[config.mk]
export PLATFORM = sky130hd
export DESIGN_NAME = reg_bank4
export DESIGN_NICKNAME = d
export VERILOG_FILES = /design/src/rtl/reg_bank4_pkg.sv /design/src/rtl/reg_bank4_entry.sv /design/src/rtl/reg_bank4.sv
export SDC_FILE = /design/constraint.sdc
export NUM_CORES = 1
export LEC_CHECK = 0
export ABC_AREA = 1
export CAP_MARGIN = 0
export CORE_MARGIN = 2
export CORE_UTILIZATION = 49
export CTS_CLUSTER_DIAMETER = 200
export CTS_CLUSTER_SIZE = 10
export DETAILED_ROUTE_END_ITERATION = 10
export MAX_ROUTING_LAYER = met4
export PLACE_DENSITY = 0.76
export SLEW_MARGIN = 20
export SYNTH_ARGS = -nofsm -noshare
export SYNTH_HDL_FRONTEND = slang
export SYNTH_SLANG_ARGS = --single-unit
[constraint.sdc]
create_clock -name clk -period 4.6 [get_ports clk]
set_input_delay 0.69 -clock clk [delete_from_list [all_inputs] [get_ports clk]]
set_output_delay 0.69 -clock clk [all_outputs]
set_load 0.05 [all_outputs]
[src/rtl/reg_bank4_pkg.sv]
// Shared constants and the one-hot select legality check for the 4-entry register bank.
package reg_bank4_pkg;

  localparam int unsigned NUM_ENTRIES = 4;
  localparam int unsigned ADDR_W      = 2;

  // A select is legal only when exactly one strobe is set.
  function automatic logic is_one_hot(input logic [NUM_ENTRIES-1:0] sel);
    int unsigned cnt;
    cnt = 0;
    for (int unsigned i = 0; i < NUM_ENTRIES; i++) begin
      if (sel[i]) cnt++;
    end
    return (cnt == 1);
  endfunction

endpackage

[src/rtl/reg_bank4_entry.sv]
// One storage entry: a W-bit data register plus a valid bit.
module reg_bank4_entry #(
  parameter int unsigned W = 32
) (
  input  logic         clk,
  input  logic         reset,
  input  logic         we,
  input  logic         clr,
  input  logic [W-1:0] d,
  output logic [W-1:0] q,
  output logic         valid
);

  always_ff @(posedge clk) begin
    if (reset) begin
      q     <= '0;
      valid <= 1'b0;
    end else begin
      if (we) q <= d;
      // A write in the same cycle as a clear leaves this entry valid.
      if (we)       valid <= 1'b1;
      else if (clr) valid <= 1'b0;
    end
  end

endmodule

[src/rtl/reg_bank4.sv]
// Four-entry write-enabled register bank fed by one-hot decoder strobes, with a registered read port.
module reg_bank4
  import reg_bank4_pkg::*;
#(
  parameter int unsigned W = 32
) (
  input  logic              clk,
  input  logic              reset,
  input  logic              io_WEN,
  input  logic              io_CTRL_0,
  input  logic              io_CTRL_1,
  input  logic              io_CTRL_2,
  input  logic              io_CTRL_3,
  input  logic [W-1:0]      io_WDATA,
  input  logic              io_CLR,
  input  logic [ADDR_W-1:0] io_RADD,
  output logic [W-1:0]      io_RDATA,
  output logic              io_RVALID,
  output logic              io_ERR
);

  logic [NUM_ENTRIES-1:0] ctrl;
  logic                   wr_legal;
  logic                   wr_illegal;
  logic [NUM_ENTRIES-1:0] ent_we;
  logic [W-1:0]           ent_q [NUM_ENTRIES];
  logic [NUM_ENTRIES-1:0] ent_v;
  logic                   bypass;
  logic [W-1:0]           rd_data_nxt;
  logic                   rd_valid_nxt;

  assign ctrl = {io_CTRL_3, io_CTRL_2, io_CTRL_1, io_CTRL_0};

  always_comb begin
    wr_legal   = 1'b0;
    wr_illegal = 1'b0;
    if (io_WEN) begin
      wr_legal   = is_one_hot(ctrl);
      wr_illegal = !wr_legal;
    end
  end

  assign ent_we = wr_legal ? ctrl : '0;

  for (genvar k = 0; k < NUM_ENTRIES; k++) begin : g_entry
    reg_bank4_entry #(.W(W)) u_entry (
      .clk   (clk),
      .reset (reset),
      .we    (ent_we[k]),
      .clr   (io_CLR),
      .d     (io_WDATA),
      .q     (ent_q[k]),
      .valid (ent_v[k])
    );
  end

  // Bypass forwards a same-cycle write; otherwise a concurrent clear is seen before the read.
  always_comb begin
    bypass       = wr_legal && ctrl[io_RADD];
    rd_data_nxt  = ent_q[io_RADD];
    rd_valid_nxt = ent_v[io_RADD] && !io_CLR;
    if (bypass) begin
      rd_data_nxt  = io_WDATA;
      rd_valid_nxt = 1'b1;
    end
  end

  always_ff @(posedge clk) begin
    if (reset) begin
      io_RDATA  <= '0;
      io_RVALID <= 1'b0;
      io_ERR    <= 1'b0;
    end else begin
      io_RDATA  <= rd_data_nxt;
      io_RVALID <= rd_valid_nxt;
      if (wr_illegal)  io_ERR <= 1'b1;
      else if (io_CLR) io_ERR <= 1'b0;
    end
  end

endmodule
Word level (Yosys, flattened, before mapping) --
Cells that the tools add are included.
Cells by class: add/subtract/negate cells 3, order comparisons 2, equal/unequal tests 1, mux-type cells 26, bitwise logic cells 1, reduce and logical (&&, ||, !) cells 9
Operator list (number):
- $mux 32 | 10
- $add 32x1->32 const B | 3
- $bmux 32 s2 | 1
- $eq 32x1->1 const B | 1
- $mux 1 | 12
- $reduce_bool 2->1 | 5
- $bmux 1 s2 | 2
- $mux 4 | 1
- $ge 3x3->1 const B | 1
- $lt 2x3->1 const B | 1
- $not 2->3 | 1
- $logic_and 1x1->1 | 2
- $logic_not 1->1 | 2
Storage, ports and cells: register bits 166, input bits 42

Depth between registers and ports, before layout --
Gate-level depths: netlist of run 1.
word-level depth 15, gate-level depth with buffers 15, mapped depth without buffers 13

Cells and area by module --
A second synthesis of run 1 with hierarchy kept.
Unflattened totals: cells, all modules 1006, area, all modules 7074.3 um^2
Modules (own cells, without submodules):
- reg_bank4_entry | instances 4, cells each 143, area each 1152.4 um^2, sequential area each 660.6 um^2
- reg_bank4 | instances 1, cells each 434, area each 2464.9 um^2, sequential area each 680.7 um^2

Worst setup path after synthesis of run 1 --
Ideal clock, no wire load.
path type input to register, start point input io_CTRL_0, end point register io_RDATA[23], arrival 2.348 ns, required time 4.486 ns, setup slack 2.138 ns, cell stages on the path 13, path buffers 2, cell sequence inv_1 > ha_1 > nor2_1 > nor2_2 > ha_1 > nor2_1 > o21ai_0 > nand2_2 > nand4_1 > buf_4 > buf_4 > o21bai_1 > nor2_1
On the way: cells in the longest elaborated chain, start to end 15
RTL lines:
- from (decl) | RTL line reg_bank4.sv:10 | input logic io_CTRL_0,
- $mux 1 | RTL line reg_bank4_pkg.sv:12 | if (sel[i]) cnt++;
- $mux 32 | RTL line reg_bank4.sv:37 | if (io_WEN) begin
- $add 32x1->32 | RTL line reg_bank4_pkg.sv:12
- $mux 32 | RTL line reg_bank4_pkg.sv:12
- $mux 32 | RTL line reg_bank4.sv:37
- $add 32x1->32 | RTL line reg_bank4_pkg.sv:12
- $mux 32 | RTL line reg_bank4_pkg.sv:12
- $mux 32 | RTL line reg_bank4.sv:37
- $add 32x1->32 | RTL line reg_bank4_pkg.sv:12
- $mux 32 | RTL line reg_bank4_pkg.sv:12
- $mux 32 | RTL line reg_bank4.sv:37
- $eq 32x1->1 | RTL line reg_bank4_pkg.sv:14 | return (cnt == 1);
- $mux 1 | RTL line reg_bank4.sv:37
- $logic_and 1x1->1 * | RTL line reg_bank4.sv:59 | bypass = wr_legal && ctrl[io_RADD];
- $mux 32 * | RTL line reg_bank4.sv:62 | if (bypass) begin
- to (signal assigned) | RTL line reg_bank4.sv:74 | io_RDATA <= rd_data_nxt;
- to (decl) | RTL line reg_bank4.sv:17 | output logic [W-1:0] io_RDATA,
Every way passes the cells marked *; elsewhere a longest branch is shown, timed or not. The select of a mux whose other input is x is not followed. A chain may end at the register's enable or synchronous reset.

Worst setup path in the final report of run 1 --
start point input io_CTRL_1, end point register g_entry[1].u_entry.q[23]
On the way: cells in the longest elaborated chain, start to end 11
RTL lines:
- from (decl) | RTL line reg_bank4.sv:11 | input logic io_CTRL_1,
- $mux 32 | RTL line reg_bank4_pkg.sv:12
- $mux 32 | RTL line reg_bank4.sv:37
- $add 32x1->32 | RTL line reg_bank4_pkg.sv:12
- $mux 32 | RTL line reg_bank4_pkg.sv:12
- $mux 32 | RTL line reg_bank4.sv:37
- $add 32x1->32 | RTL line reg_bank4_pkg.sv:12
- $mux 32 | RTL line reg_bank4_pkg.sv:12
- $mux 32 | RTL line reg_bank4.sv:37
- $eq 32x1->1 | RTL line reg_bank4_pkg.sv:14
- $mux 1 | RTL line reg_bank4.sv:37
- $mux 4 * | RTL line reg_bank4.sv:43 | assign ent_we = wr_legal ? ctrl : '0;
- to (signal assigned) | RTL line reg_bank4_entry.sv:16 | q <= '0;
- to (signal assigned) | RTL line reg_bank4_entry.sv:19 | if (we) q <= d;
- to (decl) | RTL line reg_bank4_entry.sv:10 | output logic [W-1:0] q,
Marked as above.

==> results of run 1 <==
metrics by stage:
stage	instance area, um2	cells	utilization (%)	total power [mW]	setup slack, ns
2_1_floorplan	7790	1259	-	1.92	2.14
6_report	9110	1521	58.0	3.46	1.62
4_1_cts	9110	1521	58.0	3.49	1.67
3_5_place_dp	8520	1489	54.2	2.07	1.26
3_3_place_gp	8520	1489	54.2	2.06	1.35
5_1_grt	9110	1521	58.0	3.62	1.36
cell usage after synthesis:
cell type	count
nor2_1	322
dfxtp_1	166
inv_1	171
nand3_1	2
nand3b_1	1
nor2_2	1
clkbuf_1	33
o21ai_0	68
buf_4	6
nand2_1	367
inv_2	2
ha_1	3
buf_6	10
nand2_2	1
o22ai_1	1
nand4_1	5
buf_2	21
buf_1	5
a21oi_1	70
o21bai_1	4
final cells by class:
class                      count  area, um2  area share [%]
multi-input combinational    845       3410            37.4
sequential                   166       3320            36.5
timing repair buffer          89        861            9.45
inverter                     173        652            7.15
clock buffer                  21        470            5.16
tap                          216        270            2.97
clock inverter                11        124            1.36
worst max path at each step:
stage / start / end / slack (ns) / depth (start not counted)
floorplan: io_CTRL_0 / io_RDATA[23] / 2.14 / 13
detailed placement: io_CTRL_1 / g_entry[1].u_entry.q[22] / 1.26 / 14
global placement: io_CTRL_1 / g_entry[1].u_entry.q[31] / 1.35 / 14
CTS: io_CTRL_1 / g_entry[1].u_entry.q[23] / 1.67 / 14
finish: io_CTRL_1 / g_entry[1].u_entry.q[23] / 1.62 / 14
global route: io_CTRL_1 / g_entry[1].u_entry.q[23] / 1.36 / 14
where the power goes:
part	switching [mW]	internal, mW	total [mW]
combinational	0.332	0.172	0.504
clock	0.573	0.842	1.41
sequential	0.0238	1.52	1.54
state kept, by name (all words and copies together), names as in the netlist:
signal	flops
io_RVALID	1
g_entry.u_entry.q	128
g_entry.u_entry.valid	4
io_ERR	1
io_RDATA	32
tightest hold or removal path, delay by kind of cell (launching register included):
kind	cells	cell delay [ns]
flip-flops	1	0.31
AO/OA/AOI/OAI	1	0.06
AND/OR/NAND/NOR	1	0.06
cell families after synthesis:
kind of cell    count (synthesis)
simple gates                  699
buf+inv                       248
flops                         166
compound gates                143
fa+ha+maj                       3
layer usage:
| metal | track usage (%) | wire length (um) | part of all wire, % |
|---|---|---|---|
| met2 | 35.9 | 7720 | 46 |
| met1 | 26.0 | 8050 | 48 |
| met3 | 4.18 | 700 | 4.2 |
| met4 | 7.46 | 244 | 1.5 |
| met5 | - | 0 | 0 |
cell usage in the layout, fill, tap and decap left out, types with 3 or more instances in the layout:
| cell type | netlist | final |
|---|---|---|
| buf_4 | 6 | 14 |
| clkdlybuf4s50_1 | 0 | 73 |
| o21bai_1 | 4 | 4 |
| clkinv_2 | 0 | 3 |
| a21oi_1 | 70 | 70 |
| clkbuf_8 | 0 | 3 |
| inv_1 | 171 | 170 |
| o21ai_0 | 68 | 68 |
| clkinvlp_4 | 0 | 3 |
| nand4_1 | 5 | 5 |
| nor2_1 | 322 | 322 |
| ha_1 | 3 | 3 |
| dfxtp_1 | 166 | 166 |
| clkbuf_16 | 0 | 17 |
| nand2_1 | 367 | 367 |
==> results.cfg, run 1 <==
[outcome]
status = finished, final reports clean

[pwr]
peakVddDrop_mv = 0.274
powerDensity_nw_per_um2 = 379
leakage_nw = 4.84

[global_routing]
grt_max_degree = 105
first_global_vias = 6221
grt.overflow.total = 0
grt_usage_pct = 21.5
antenna_found_initial = 0
grt_first_pass_wirelength_mm = 28.3

[cts]
clockBufferDepth = 2
cts.clk_slew.worst_paths_ns = 0.06
cts_root_buffer = clkbuf_16
cts_made_buffers = 17
post_cts_resized = 0
cts-hold-fix-buffers = 0
cts_tree = yes
postCtsSetupBuffers = 0
cts.htree.levels = 4
clock_sinks = 166
clkLatencyLatePin_ns = 0.43

[route]
vias_per_cell = 4.60
drt_iter0_markers = 436
vias = 7003
first_pass_iters = 5
drt-total-wl_mm = 16.7
route.detailed.drc = 0
antenna_left = 0
wl_per_cell_um = 11.0

[timing]
finalHoldViolations = 0
drv_slew = 0
grt_setup_unrepaired = no
min_period_ns = 2.98
clock.fmax_mhz = 335
holdWs_ns = 0.466
finalCritPeriodShare_pct = 64.9
tightest_slew_ns = 0.922
finalSetupViolCount = 0
finalClockSkew_ns = 0.00818
slew_headroom_pct = 38.6
finalSetupTns_ns = 0

[yosys]
synthTopCellsByArea = dfxtp_1 (43%), nand2_1 (18%), nor2_1 (16%)
yosys.area_share.simple_pct = 34.0
synth_cell_type_count = 20
synth-xor-area-share_pct = 0
avgSynthCellArea_um2 = 6.19
synth_warnings = 0
synth_largest_area_cell = dfxtp_1
synth_mux_area_share_pct = 0
synth-compound-area-share_pct = 9.33
synth_top_area_share_pct = 42.7
synth_top_family_by_area = simple AND/OR/NAND/NOR gates
syn-num-nets = 1304
synth_adder_area_share_pct = 0.482
synth-seq-area-share_pct = 42.7
synth_seq_cells = 166
synth_cells = 1259
netlist_area_um2 = 7790

[worst_setup_path]
critPathCaptureType = flip-flop
r2r_start = g_entry[3].u_entry.q[20]
cpPeakStageDelay_ns = 0.54
crit_type = in2reg
crit_top_cell = nor2_1
rr_worst_depth = 8
cp_slowest_cell = clkdlybuf4s50_1
path_delay_family = buffers and inverters
timing.rr.end = io_RDATA[20]
cp.arrival_ns = 3.30
worst-path-buf-inv = 3
path_max_fanout = 54
start_kind = primary input
worstPathRequired_ns = 4.92
reg2reg_slack_ns = 3.54
worstPathCellList = clkdlybuf4s50_1, inv_1, ha_1, nor2_1, nor2_2, ha_1, nor2_1, o21ai_0, nand2_2, nand4_1, buf_4, nand2_1, nand2_1, nor2_1

[cells_and_area]
final_nets = 1337
diodes = 0
n_fill_cell = 1456
area_delta_synth_final_pct = 17.0
drive_above_1_share_pct = 3.98

[worst_hold_path]
min_path_cells = 2
hold_start = g_entry[2].u_entry.valid
hold_path.class = reg2reg
min_to = g_entry[2].u_entry.valid

[die]
die_h_um = 130
core_um2 = 15700
rows = 46
die_x_um = 130
io_pins = 76
dieArea_um2 = 16900
start_util_pct = 49.6

[run]
cap_violations = 0

[place]
dp_hpwl_mm = 9.50
numPortBuffers = 75
globalplace.congestion = 0.787
Power figures use the tool's default switching activity.
==> run 2: changes to the inputs <==
==> constraint.sdc (replaced) <==
create_clock -name clk -period 3.09 [get_ports clk]
set_input_delay 0.4635 -clock clk [delete_from_list [all_inputs] [get_ports clk]]
set_output_delay 0.4635 -clock clk [all_outputs]
set_load 0.05 [all_outputs]
==> results.cfg, run 2 (synthesis results as in run 1) <==
[pwr]
leakage_nw = 4.87
powerDensity_nw_per_um2 = 562
peakVddDrop_mv = 0.412

[route]
first_pass_iters = 4
vias_per_cell = 4.66
drt-total-wl_mm = 17.1
vias = 7099
drt_iter0_markers = 416
antenna_left = 0
route.detailed.drc = 0
wl_per_cell_um = 11.2

[timing]
finalCritPeriodShare_pct = 83.4
slew_headroom_pct = 65.8
grt_setup_unrepaired = no
min_period_ns = 2.58
clock.fmax_mhz = 388
finalSetupTns_ns = 0
finalSetupViolCount = 0
drv_slew = 0
finalHoldViolations = 0
finalClockSkew_ns = 0.00518
tightest_slew_ns = 0.511

[worst_setup_path]
start_kind = primary input
cp.arrival_ns = 2.94
timing.rr.end = io_RDATA[29]
crit_top_cell = nand2_1
rr_worst_depth = 8
worstPathRequired_ns = 3.45
worstPathCellList = clkdlybuf4s50_1, inv_1, ha_1, nand2_1, inv_2, nor2_2, ha_1, nor2_1, o21ai_0, nand2_2, nand4_1, buf_4, nand2_1, nand2_1, nor2_1
path_max_fanout = 31
crit_type = in2reg
cp_slowest_cell = clkdlybuf4s50_1
r2r_start = g_entry[3].u_entry.q[29]
cpPeakStageDelay_ns = 0.53
reg2reg_slack_ns = 2.09
critPathCaptureType = flip-flop
setup.worst_path.start = io_CTRL_1
crit_end = io_RDATA[29]

[die]
io_pins = 76
dieArea_um2 = 16900
start_util_pct = 49.6
rows = 46
die_x_um = 130
die_h_um = 130
core_um2 = 15700

[global_routing]
grt_usage_pct = 22.0
grt.overflow.total = 0
grt_first_pass_wirelength_mm = 29.1
antenna_found_initial = 0
grt_max_degree = 93
first_global_vias = 6409

[place]
globalplace.congestion = 0.839
numPortBuffers = 75
dp_hpwl_mm = 9.94

[cts]
clockBufferDepth = 2
cts.clk_slew.worst_paths_ns = 0.06
post_cts_resized = 0
clock_sinks = 166
cts_root_buffer = clkbuf_16
cts-hold-fix-buffers = 0
cts.htree.levels = 4
postCtsSetupBuffers = 0
cts_tree = yes
clkLatencyLatePin_ns = 0.43
cts_made_buffers = 17

[cells_and_area]
multi_input_area_um2 = 3410
n_fill_cell = 1493
largest_reg_flops = 128
layout_common_cells = nand2_1 (367), nor2_1 (322), inv_1 (170)
final_common_cell = nand2_1
drive_above_1_share_pct = 3.98
area_delta_synth_final_pct = 17.7
largest_register = g_entry.u_entry.q
final_nets = 1340
utilization_pct = 58.4
ff_latch_area_um2 = 3320
reg_top3 = g_entry.u_entry.q: 128 flops, io_RDATA: 32 flops, g_entry.u_entry.valid: 4 flops
diodes = 0

[outcome]
status = finished, final reports clean

[run]
cap_violations = 0

[worst_hold_path]
min_path_cells = 2
hold_path.class = reg2reg
-- run 2: metal layers --
metal,global-route usage [%],routed length [um],vias to the layer above
met2,38.0,8130,154
li1,-,-,3785
met5,-,0,-
met1,25.9,7880,3134
met4,8.48,338,0
met3,3.49,702,26
-- run 2: worst min path at each step --
stage               slack [ns]                startpoint                        to
floorplan                 0.44  g_entry[1].u_entry.valid  g_entry[1].u_entry.valid
global placement          0.45  g_entry[2].u_entry.valid  g_entry[2].u_entry.valid
detailed placement        0.46  g_entry[0].u_entry.valid  g_entry[0].u_entry.valid
CTS                       0.47  g_entry[0].u_entry.valid  g_entry[0].u_entry.valid
global route              0.50  g_entry[2].u_entry.valid  g_entry[2].u_entry.valid
finish                    0.47  g_entry[2].u_entry.valid  g_entry[2].u_entry.valid
-- run 2: through the flow --
stage / hold slack, ns / cells / power, mW / cell area, um2 / worst slack, ns
after CTS: 0.468 / 1522 / 5.19 / 9170 / 0.528
after global routing: 0.496 / 1522 / 5.37 / 9170 / 0.221
after global placement: 0.452 / 1492 / 3.08 / 8590 / 0.142
after detailed placement: 0.458 / 1492 / 3.10 / 8590 / 0.0797
final: 0.467 / 1522 / 5.15 / 9170 / 0.513
after floorplan: 0.441 / 1259 / 2.86 / 7790 / 0.854
-- run 2: final cells by class --
| class | instances | area share [%] |
|---|---|---|
| Clock inverter | 7 | 1.02 |
| Multi-Input combinational cell | 845 | 37.2 |
| Tap cell | 216 | 2.95 |
| Inverter | 173 | 7.11 |
| Clock buffer | 23 | 5.32 |
| Sequential cell | 166 | 36.2 |
| Timing Repair Buffer | 92 | 10.2 |
-- run 2: power by group --
| part | switching (mW) | internal [mW] | leakage (nW) |
|---|---|---|---|
| sequential | 0.0357 | 2.26 | 1.35 |
| clock | 0.835 | 1.27 | 0.282 |
| combinational | 0.497 | 0.264 | 3.24 |
| total | 1.37 | 3.79 | 4.87 |
-- run 2: critical path: cells and delay by family --
family	cells	cell delay, ns
buffers and inverters	4	1.01
and+or+nand+nor	8	0.77
adders and majority gates	2	0.59
AOI/OAI and AO/OA	1	0.10
==> run 3: changes to the inputs <==
==> constraint.sdc (replaced) <==
create_clock -name clk -period 2.4 [get_ports clk]
set_input_delay 0.36 -clock clk [delete_from_list [all_inputs] [get_ports clk]]
set_output_delay 0.36 -clock clk [all_outputs]
set_load 0.05 [all_outputs]
==> results.cfg, run 3 (synthesis results as in run 1) <==
[cts]
cts.htree.levels = 4
clockBufferDepth = 2
cts.clk_slew.worst_paths_ns = 0.07
cts_made_buffers = 17
cts_root_buffer = clkbuf_16
cts-hold-fix-buffers = 0
clock_sinks = 166
clkLatencyLatePin_ns = 0.43
cts_tree = yes

[run]
cap_violations = 0

[die]
io_pins = 76
rows = 46
core_um2 = 15700
die_h_um = 130
die_x_um = 130
dieArea_um2 = 16900
start_util_pct = 49.6

[cells_and_area]
layout_common_cells = nand2_1 (366), nor2_1 (321), inv_1 (168)
drive_above_1_share_pct = 5.68
diodes = 0
reg_top3 = g_entry.u_entry.q: 128 flops, io_RDATA: 32 flops, g_entry.u_entry.valid: 4 flops
largest_register = g_entry.u_entry.q
final_common_cell = nand2_1
layout.cells.non_filler = 1537
largest_reg_flops = 128
fin_area_um2 = 9420
area_delta_synth_final_pct = 20.9
final_nets = 1353
n_fill_cell = 1467

[timing]
clock.fmax_mhz = 472
min_period_ns = 2.12
slew_headroom_pct = 65.7
finalClockSkew_ns = 0.0105
tightest_slew_ns = 0.513
finalHoldViolations = 0
finalSetupViolCount = 0
grt_setup_unrepaired = no
finalCritPeriodShare_pct = 88.2
holdWs_ns = 0.417
drv_slew = 0

[global_routing]
grt.overflow.total = 0
grt_usage_pct = 22.6
grt_first_pass_wirelength_mm = 29.7
antenna_found_initial = 0
first_global_vias = 6315
grt_max_degree = 115

[worst_setup_path]
critPathCaptureType = flip-flop
crit_type = in2reg
timing.rr.end = io_RDATA[28]
rr_worst_depth = 8
cp.arrival_ns = 2.49
start_kind = primary input
reg2reg_slack_ns = 1.36
worstPathRequired_ns = 2.77
setup.worst_path.start = io_CTRL_0
r2r_start = g_entry[1].u_entry.q[28]
path_max_fanout = 14

[worst_hold_path]
hold_start = io_RADD[1]
min_path_cells = 6
hold_path.class = in2reg
min_to = io_RVALID

[route]
dr_wl_met3_um = 667
wl_per_cell_um = 11.5
drt-total-wl_mm = 17.7
vias = 7134
wl_met2_mm = 8.35
drt-met1-wl_mm = 8.47
first_pass_iters = 5
vias_per_cell = 4.64
drt_iter0_markers = 460
highest_layer = met4
route.detailed.drc = 0
antenna_left = 0

[place]
dpl_cell_area_um2 = 8730
globalplace.congestion = 0.788
numPortBuffers = 75
placed_cells = 1502
dp_hpwl_mm = 10.2

[pwr]
powerDensity_nw_per_um2 = 714
p_total_mw = 6.73
peakVddDrop_mv = 0.537
leakage_nw = 5.01

[outcome]
status = finished, final reports clean
[run 3: power by group]
group / internal (mW) / leakage (nW) / switching (mW)
clock: 1.60 / 0.286 / 1.15
sequential: 2.90 / 1.35 / 0.0462
combinational: 0.370 / 3.37 / 0.660
[run 3: worst max-delay path by stage]
| stage | endpoint | depth (start not counted) |
|---|---|---|
| 6_report | g_entry[2].u_entry.q[7] | 15 |
| 3_3_place_gp | g_entry[1].u_entry.q[2] | 14 |
| 4_1_cts | g_entry[2].u_entry.q[7] | 15 |
| 3_5_place_dp | g_entry[2].u_entry.q[20] | 14 |
| 5_1_grt | g_entry[2].u_entry.q[7] | 15 |
| 2_1_floorplan | io_RDATA[23] | 13 |
[run 3: final cells by class]
cell class / count / area (um2) / share of cell area [%]
Sequential cell: 166 / 3320 / 35.3
Multi-Input combinational cell: 845 / 3440 / 36.6
Clock buffer: 19 / 453 / 4.81
Clock inverter: 13 / 149 / 1.58
Inverter: 173 / 652 / 6.92
Timing Repair Buffer: 105 / 1130 / 12.0
Tap cell: 216 / 270 / 2.87
[run 3: repair_timing]
item                                    4_1_cts  5_1_grt
endpoints found under the setup margin        4      164
pin swaps                                     1        3
resized for setup                             1       12
setup buffers                                 2        0
cloned                                        1        0
[run 3: critical path, cell delays in order]
cell,delay [ns]
dlymetal6s2s_1,0.14
buf_4,0.14
ha_1,0.23
o21ai_2,0.15
inv_1,0.08
ha_1,0.28
nor2_1,0.10
o21ai_0,0.11
nand2_2,0.12
nand4_1,0.12
buf_4,0.17
bufbuf_16,0.28
nand2_1,0.06
nand2_1,0.04
nor2_1,0.09
[run 3: routing by layer]
layer  GRT usage [%]  vias up
li1                -     3814
met1            28.1     3157
met2            36.9      140
met3            4.59       23
met4            7.15        0
met5               -        -
[run 3: metrics by stage]
step	TNS (ns)	worst slack, ns	utilization [%]
finish	0	0.283	60.0
global route	0	0.105	60.0
CTS	0	0.0102	59.7
detailed placement	-58.77	-0.421	55.6
global placement	-47.93	-0.345	55.6
floorplan	0	0.268	-
